==> src/rtl/srt_div_iter_pkg.sv <==
// Shared state encoding and sizing helper for the iterative radix-2 divider.
// Used by srt_div_iter and, when DIV_LZ_SKIP_EN is defined, by lzc.
package div_pkg;

    localparam logic [2:0] DIV_ST_IDLE = 3'd0;
    localparam logic [2:0] DIV_ST_PREP = 3'd1;
    localparam logic [2:0] DIV_ST_CALC = 3'd2;
    localparam logic [2:0] DIV_ST_FIX  = 3'd3;
    localparam logic [2:0] DIV_ST_DONE = 3'd4;

    typedef enum logic [2:0] {
        ST_IDLE = DIV_ST_IDLE,
        ST_PREP = DIV_ST_PREP,
        ST_CALC = DIV_ST_CALC,
        ST_FIX  = DIV_ST_FIX,
        ST_DONE = DIV_ST_DONE
    } div_state_e;

    // Bits needed to hold any value in 0..w inclusive.
    function automatic int div_cnt_w(input int w);
        return $clog2(w + 1);
    endfunction

endpackage

==> src/rtl/srt_div_iter_lzc.sv <==
// Combinational leading-zero counter; an all-zero input reports WIDTH.
// Only compiled when DIV_LZ_SKIP_EN is defined.
`ifdef DIV_LZ_SKIP_EN
module lzc
    import div_pkg::*;
#(
    parameter int WIDTH = 32,
    localparam int CW   = div_cnt_w(WIDTH)
) (
    input  logic [WIDTH-1:0] data_i,
    output logic [CW-1:0]    count_o
);

    // Scanning upward lets the highest set bit win the last assignment.
    always_comb begin
        count_o = CW'(WIDTH);
        for (int i = 0; i < WIDTH; i++) begin
            if (data_i[i]) begin
                count_o = CW'(WIDTH - 1 - i);
            end
        end
    end

endmodule
`endif

==> src/rtl/srt_div_iter.sv <==
// Iterative radix-2 restoring integer divider with valid/ready handshake and flush.
// Define DIV_LZ_SKIP_EN to skip the dividend's leading zeros (shorter latency).
module srt_div_iter
    import div_pkg::*;
#(
    parameter int WIDTH = 32,
    parameter int TAG_W = 4
) (
    input  logic             clk,
    input  logic             reset,
    input  logic             flush,
    input  logic             in_valid,
    output logic             in_ready,
    input  logic             in_signed,
    input  logic [WIDTH-1:0] in_x,
    input  logic [WIDTH-1:0] in_y,
    input  logic [TAG_W-1:0] in_tag,
    output logic             out_valid,
    input  logic             out_ready,
    output logic [WIDTH-1:0] out_q,
    output logic [WIDTH-1:0] out_r,
    output logic [TAG_W-1:0] out_tag,
    output logic             out_div_zero,
    output logic             busy
);

    localparam int CW = div_cnt_w(WIDTH);

    div_state_e       state_q;
    logic [WIDTH-1:0] x_q, y_q, ay_q, quo_q, rem_q;
    logic [CW-1:0]    cnt_q;
    logic             sgn_q, sq_q, sr_q, dz_q;
    logic [TAG_W-1:0] tag_q;

    logic             out_valid_q, out_dz_q;
    logic [WIDTH-1:0] out_q_q, out_r_q;
    logic [TAG_W-1:0] out_tag_q;

    logic [WIDTH-1:0] ax_d, ay_d, q_init_d, quo_step_d, rem_step_d, q_fix_d, r_fix_d;
    logic [WIDTH:0]   rem_sh_d;
    logic [CW-1:0]    n_d;
    logic             sub_ok_d;

    assign ax_d = (sgn_q && x_q[WIDTH-1]) ? -x_q : x_q;
    assign ay_d = (sgn_q && y_q[WIDTH-1]) ? -y_q : y_q;

`ifdef DIV_LZ_SKIP_EN
    logic [CW-1:0] lz_d;

    lzc #(.WIDTH(WIDTH)) u_lzc (
        .data_i  (ax_d),
        .count_o (lz_d)
    );

    assign n_d = CW'(WIDTH) - lz_d;
`else
    assign n_d = CW'(WIDTH);
`endif

    // Pre-align the dividend so only its n significant bits are iterated.
    assign q_init_d = ax_d << (CW'(WIDTH) - n_d);

    // The shifted partial remainder needs one extra bit; after the
    // conditional subtract it is always below |y| and fits WIDTH bits again.
    assign rem_sh_d   = {rem_q, quo_q[WIDTH-1]};
    assign sub_ok_d   = rem_sh_d >= {1'b0, ay_q};
    assign rem_step_d = sub_ok_d ? WIDTH'(rem_sh_d - {1'b0, ay_q}) : rem_sh_d[WIDTH-1:0];
    assign quo_step_d = {quo_q[WIDTH-2:0], sub_ok_d};

    assign q_fix_d = sq_q ? -quo_q : quo_q;
    assign r_fix_d = sr_q ? -rem_q : rem_q;

    always_ff @(posedge clk or posedge reset) begin
        if (reset) begin
            state_q     <= ST_IDLE;
            x_q         <= '0;
            y_q         <= '0;
            ay_q        <= '0;
            quo_q       <= '0;
            rem_q       <= '0;
            cnt_q       <= '0;
            sgn_q       <= 1'b0;
            sq_q        <= 1'b0;
            sr_q        <= 1'b0;
            dz_q        <= 1'b0;
            tag_q       <= '0;
            out_valid_q <= 1'b0;
            out_dz_q    <= 1'b0;
            out_q_q     <= '0;
            out_r_q     <= '0;
            out_tag_q   <= '0;
        end else if (flush) begin
            state_q     <= ST_IDLE;
            out_valid_q <= 1'b0;
        end else begin
            case (state_q)
                ST_IDLE: begin
                    if (in_valid) begin
                        x_q     <= in_x;
                        y_q     <= in_y;
                        sgn_q   <= in_signed;
                        tag_q   <= in_tag;
                        state_q <= ST_PREP;
                    end
                end
                ST_PREP: begin
                    ay_q    <= ay_d;
                    quo_q   <= q_init_d;
                    rem_q   <= '0;
                    cnt_q   <= n_d;
                    sq_q    <= sgn_q & (x_q[WIDTH-1] ^ y_q[WIDTH-1]);
                    sr_q    <= sgn_q & x_q[WIDTH-1];
                    dz_q    <= (ay_d == '0);
                    state_q <= ((ay_d == '0) || (n_d == '0)) ? ST_FIX : ST_CALC;
                end
                ST_CALC: begin
                    rem_q <= rem_step_d;
                    quo_q <= quo_step_d;
                    cnt_q <= cnt_q - 1'b1;
                    if (cnt_q == CW'(1)) begin
                        state_q <= ST_FIX;
                    end
                end
                ST_FIX: begin
                    out_q_q     <= dz_q ? '1 : q_fix_d;
                    out_r_q     <= dz_q ? x_q : r_fix_d;
                    out_dz_q    <= dz_q;
                    out_tag_q   <= tag_q;
                    out_valid_q <= 1'b1;
                    state_q     <= ST_DONE;
                end
                ST_DONE: begin
                    if (out_ready) begin
                        out_valid_q <= 1'b0;
                        state_q     <= ST_IDLE;
                    end
                end
                default: state_q <= ST_IDLE;
            endcase
        end
    end

    assign in_ready     = (state_q == ST_IDLE);
    assign busy         = (state_q != ST_IDLE);
    assign out_valid    = out_valid_q;
    assign out_q        = out_q_q;
    assign out_r        = out_r_q;
    assign out_tag      = out_tag_q;
    assign out_div_zero = out_dz_q;

endmodule

==> config.mk <==
export PLATFORM = sky130hd
export DESIGN_NAME = srt_div_iter
export DESIGN_NICKNAME = d
export VERILOG_FILES = /design/src/rtl/srt_div_iter_pkg.sv /design/src/rtl/srt_div_iter_lzc.sv /design/src/rtl/srt_div_iter.sv
export SDC_FILE = /design/constraint.sdc
export NUM_CORES = 1
export LEC_CHECK = 0
export CORE_MARGIN = 2
export CORE_UTILIZATION = 64
export DETAILED_ROUTE_END_ITERATION = 7
export DONT_BUFFER_PORTS = 1
export GPL_TIMING_DRIVEN = 1
export PLACE_DENSITY = 0.8
export SLEW_MARGIN = 5
export SYNTH_ARGS = -nofsm -noshare
export SYNTH_HDL_FRONTEND = slang
export SYNTH_SLANG_ARGS = --single-unit
==> constraint.sdc <==
create_clock -name clk -period 17.3 [get_ports clk]
set_input_delay 1.73 -clock clk [delete_from_list [all_inputs] [get_ports clk]]
set_output_delay 1.73 -clock clk [all_outputs]
set_load 0.05 [all_outputs]
==> results.txt <==
- Clock skew on the completed layout was measured at about 10 ps.
- # port buffers: 0
* Average instance area after synthesis: 8.859 um^2
- Register-to-Register Setup Slack: 13,570 ps
* Number of violations of the max-capacitance limit: 0
* Syn Inst Count: 1,641
- By count the netlist is led by 247 x dfrtp_1, 226 x nand2_1, 175 x o21ai_0.
- The floorplan step defined a core boundary enclosing 22,430 um^2.
* Share of the yosys chip area belonging to registers: 42.52%
- Number of enable-type register cells in the synthesized netlist: 0
* Critical Path Start Type: flop
- The later pin in the worst-skew pair is clocked with a latency of 560 ps.
* Remaining antenna violation count: 0
* Via/cell ratio: 6.283
- Remaining design rule violation count: 0
- In this run the horizontal extent of the chip is approximately 150 um.
* Die Span Y: 154.7 um
- CP Data Required Time: between 15,000 and 20,000 ps
* Final Core Density: 69.78%
- Number of global-route vias before repair: between 10,000 and 15,000
* Power density of the placed cells: 231.2 nW/um^2
- The worst pin sits at a relative slew slack of 20.32%.
- After clock tree synthesis, the clock-pin slew on the worst setup and hold paths is 60 ps.
* Initial Util: 64.80%
- Count of cell types in the netlist: 70
* Syn Std Cell Area: approximately 15,000 um^2
- GRT Residual Overflow: 0
- The number of antenna diodes in the final layout is 0.
* Layout-stage area growth over the synthesis result: 7.686%
- Worst hold-check path type: flop to flop
- Leading area contributor after synthesis: dfrtp_1
* Die ar.: 23,940 um^2
* Global-route wire length before repair: 60.52 mm
* DRT met1 WL: 15.44 mm
* Hold bufs inserted after CTS: 0
- Leakage power: 6.767 nW
- Max Buffers Root-to-Sink: 3
* Tot Pwr: around 3.6 mW
* TritonCTS clock tree: built
* Result of the run: finished, final reports clean
- DR WL met3: 2.366 mm
- Pin count of the biggest net entering global routing: 96
- In the final design database the tool counted 1,706 nets.
- For the final routed database, the setup TNS stands at 0 ps.
- For this run, the top clock speed supported by timing is 257.6 MHz.
* Post-route design area: 15,660 um^2
- In this run the number of H-tree levels came out at 1.
* Post-placement worst setup slack: 13,510 ps
* Total Wirelength: about 37 mm
- Synth warnings: 0
- After detailed routing, no signal wire sits above met4.
- Slew Limit Fails: 0
- # Post-CTS Setup Buffers: 0
- Excluding fillers, the count of instances in the completed layout stands at 1,899.
* # resized after CTS: 0
- Of all nets on the critical path, the largest fanout is 13.
- The setup path with the least slack is of type flop to primary output.
- The number of placed instances, taps included, is around 1,800.
- Of the cells placed in the final design, the portion with a size suffix greater than 1 is 10.04%.
- Top area cells in the synthesized netlist: dfrtp_1 43%, o21ai_0 6.0%, xor2_1 5.8%
- The tree is rooted in a clkbuf_16.
- The synthesized design devotes to its leading area cell type 42.52% of total area.
- Num CTS Buffers: 28
* RSZ-0062 raised after global routing: no
- Final critical-path required period: a little under 4000 ps
- Routability congestion estimate from global placement: 0.9488
* Site row count: 55
- Setup violations remaining at the end of the flow were counted as 0.
- Leading cell type by number of instances after synthesis: dfrtp_1
- Post-route clock period utilization: 22.44%
* DR iter-0 viols: 1,007
* Total of flip-flops plus latches after synthesis: 247
- Post-synth net total: ~1,800
- Worst endpoint data arrival time: 2150 ps
* # IOs: 146
- Min Hold Slack: 465.5 ps
* Via count: 11,932
- Clock tree sinks: 247
* Leading register cell type out of synthesis: dfrtp_1
* Async S/R FF share, synth: 100.0%
- DP HPWL: ~26 mm
- The number of hold-slack violations in the final timing report is 0.
- After detailed routing, the average wire length per cell comes to just under 20 um.
* Total placed instance area: 14,680 um^2
- Least setup slack across all paths after layout: 13,420 ps
- Pre-Repair DR Iteration Count: 5
* Nature of the critical path endpoint: primary output
- Across the VDD grid, the largest voltage drop is 0.0001095 V.
* Slew at the pin closest to its max-slew limit: 1191 ps
- Detailed routing placed a total of approximately 18 mm of wire on met2.
* Initial antenna violation count: 0
* GR Util All Layers: a little under a third
[power breakdown]
group	internal, mW	total (mW)	switching, mW
Sequential	0.816	1.42	0.607
Combinational	0.664	1.58	0.912
Clock	0.368	0.621	0.253
[registers in the layout, indices dropped and copies added, names as in the netlist]
signal,count
out_tag,4
y_q,32
tag_q,4
ay_q,32
x_q,32
quo_q,32
rem_q,32
sq_q,1
out_div_zero,1
sr_q,1
out_valid,1
state_q,3
sgn_q,1
cnt_q,6
dz_q,1
out_q,32
out_r,32
[kinds of logic (layout without fill, tap and decap cells)]
group,count (synthesis),after routing,share of synthesized area [%]
buffers and inverters,144,117,3.778
muxes,84,84,6.386
and+or+nand+nor,519,519,16.52
adders and majority gates,39,39,3.408
xor gates and xnor gates,146,146,8.796
DFF,247,247,42.52
AOI/OAI and AO/OA,462,462,18.60
[worst max-delay path, cell delays in order, from the launching register on]
cell	delay [ps]
dfrtp_1	510
or3_1	660
inv_1	420
[cell usage in the layout, fill, tap and decap left out, types with 5 or more instances in the layout]
cell type,count
nor2b_1,7
a21oi_1,158
nand3_1,18
o21ai_0,175
a31oi_1,11
o32ai_1,5
xor2_1,97
nor2_1,136
clkinvlp_4,7
o21a_1,6
nor4_1,8
and4_1,5
or2_2,6
nor3_1,19
mux2_2,70
o41ai_1,12
a21o_1,13
xnor2_1,49
o31ai_1,25
nand4_1,7
ha_1,38
buf_4,12
nand2b_1,10
or4_1,17
or3_1,24
and3_1,9
clkbuf_16,28
mux2i_1,14
nand2_1,226
dfrtp_1,246
inv_1,53
and2_1,5
[per-layer routing]
metal  vias up  GRT usage, %
li1       5659             -
met1      5751         41.40
met2       437         51.87
met3        85         4.231
met4         0         10.85
met5         -             0
[final timing paths]
path,cells past startpoint,startpoint,endpoint
min in group asynchronous,1,reset,out_q[9]
max reg2reg,13,quo_q[31],rem_q[30]
max in group asynchronous,2,reset,ay_q[26]
max,2,state_q[1],in_ready
min reg2reg,2,tag_q[2],out_tag[2]
min,2,tag_q[2],out_tag[2]
[final cells by class]
cell class,count,area (um^2)
Tap cell,285,356.6
Clock buffer,32,735.7
Timing Repair Buffer,12,90.09
Sequential cell,247,6182
Multi-Input combinational cell,1250,7841
Inverter,54,210.2
Clock inverter,19,239.0
Fill cell,1800,6779
Power figures use the tool's default switching activity.
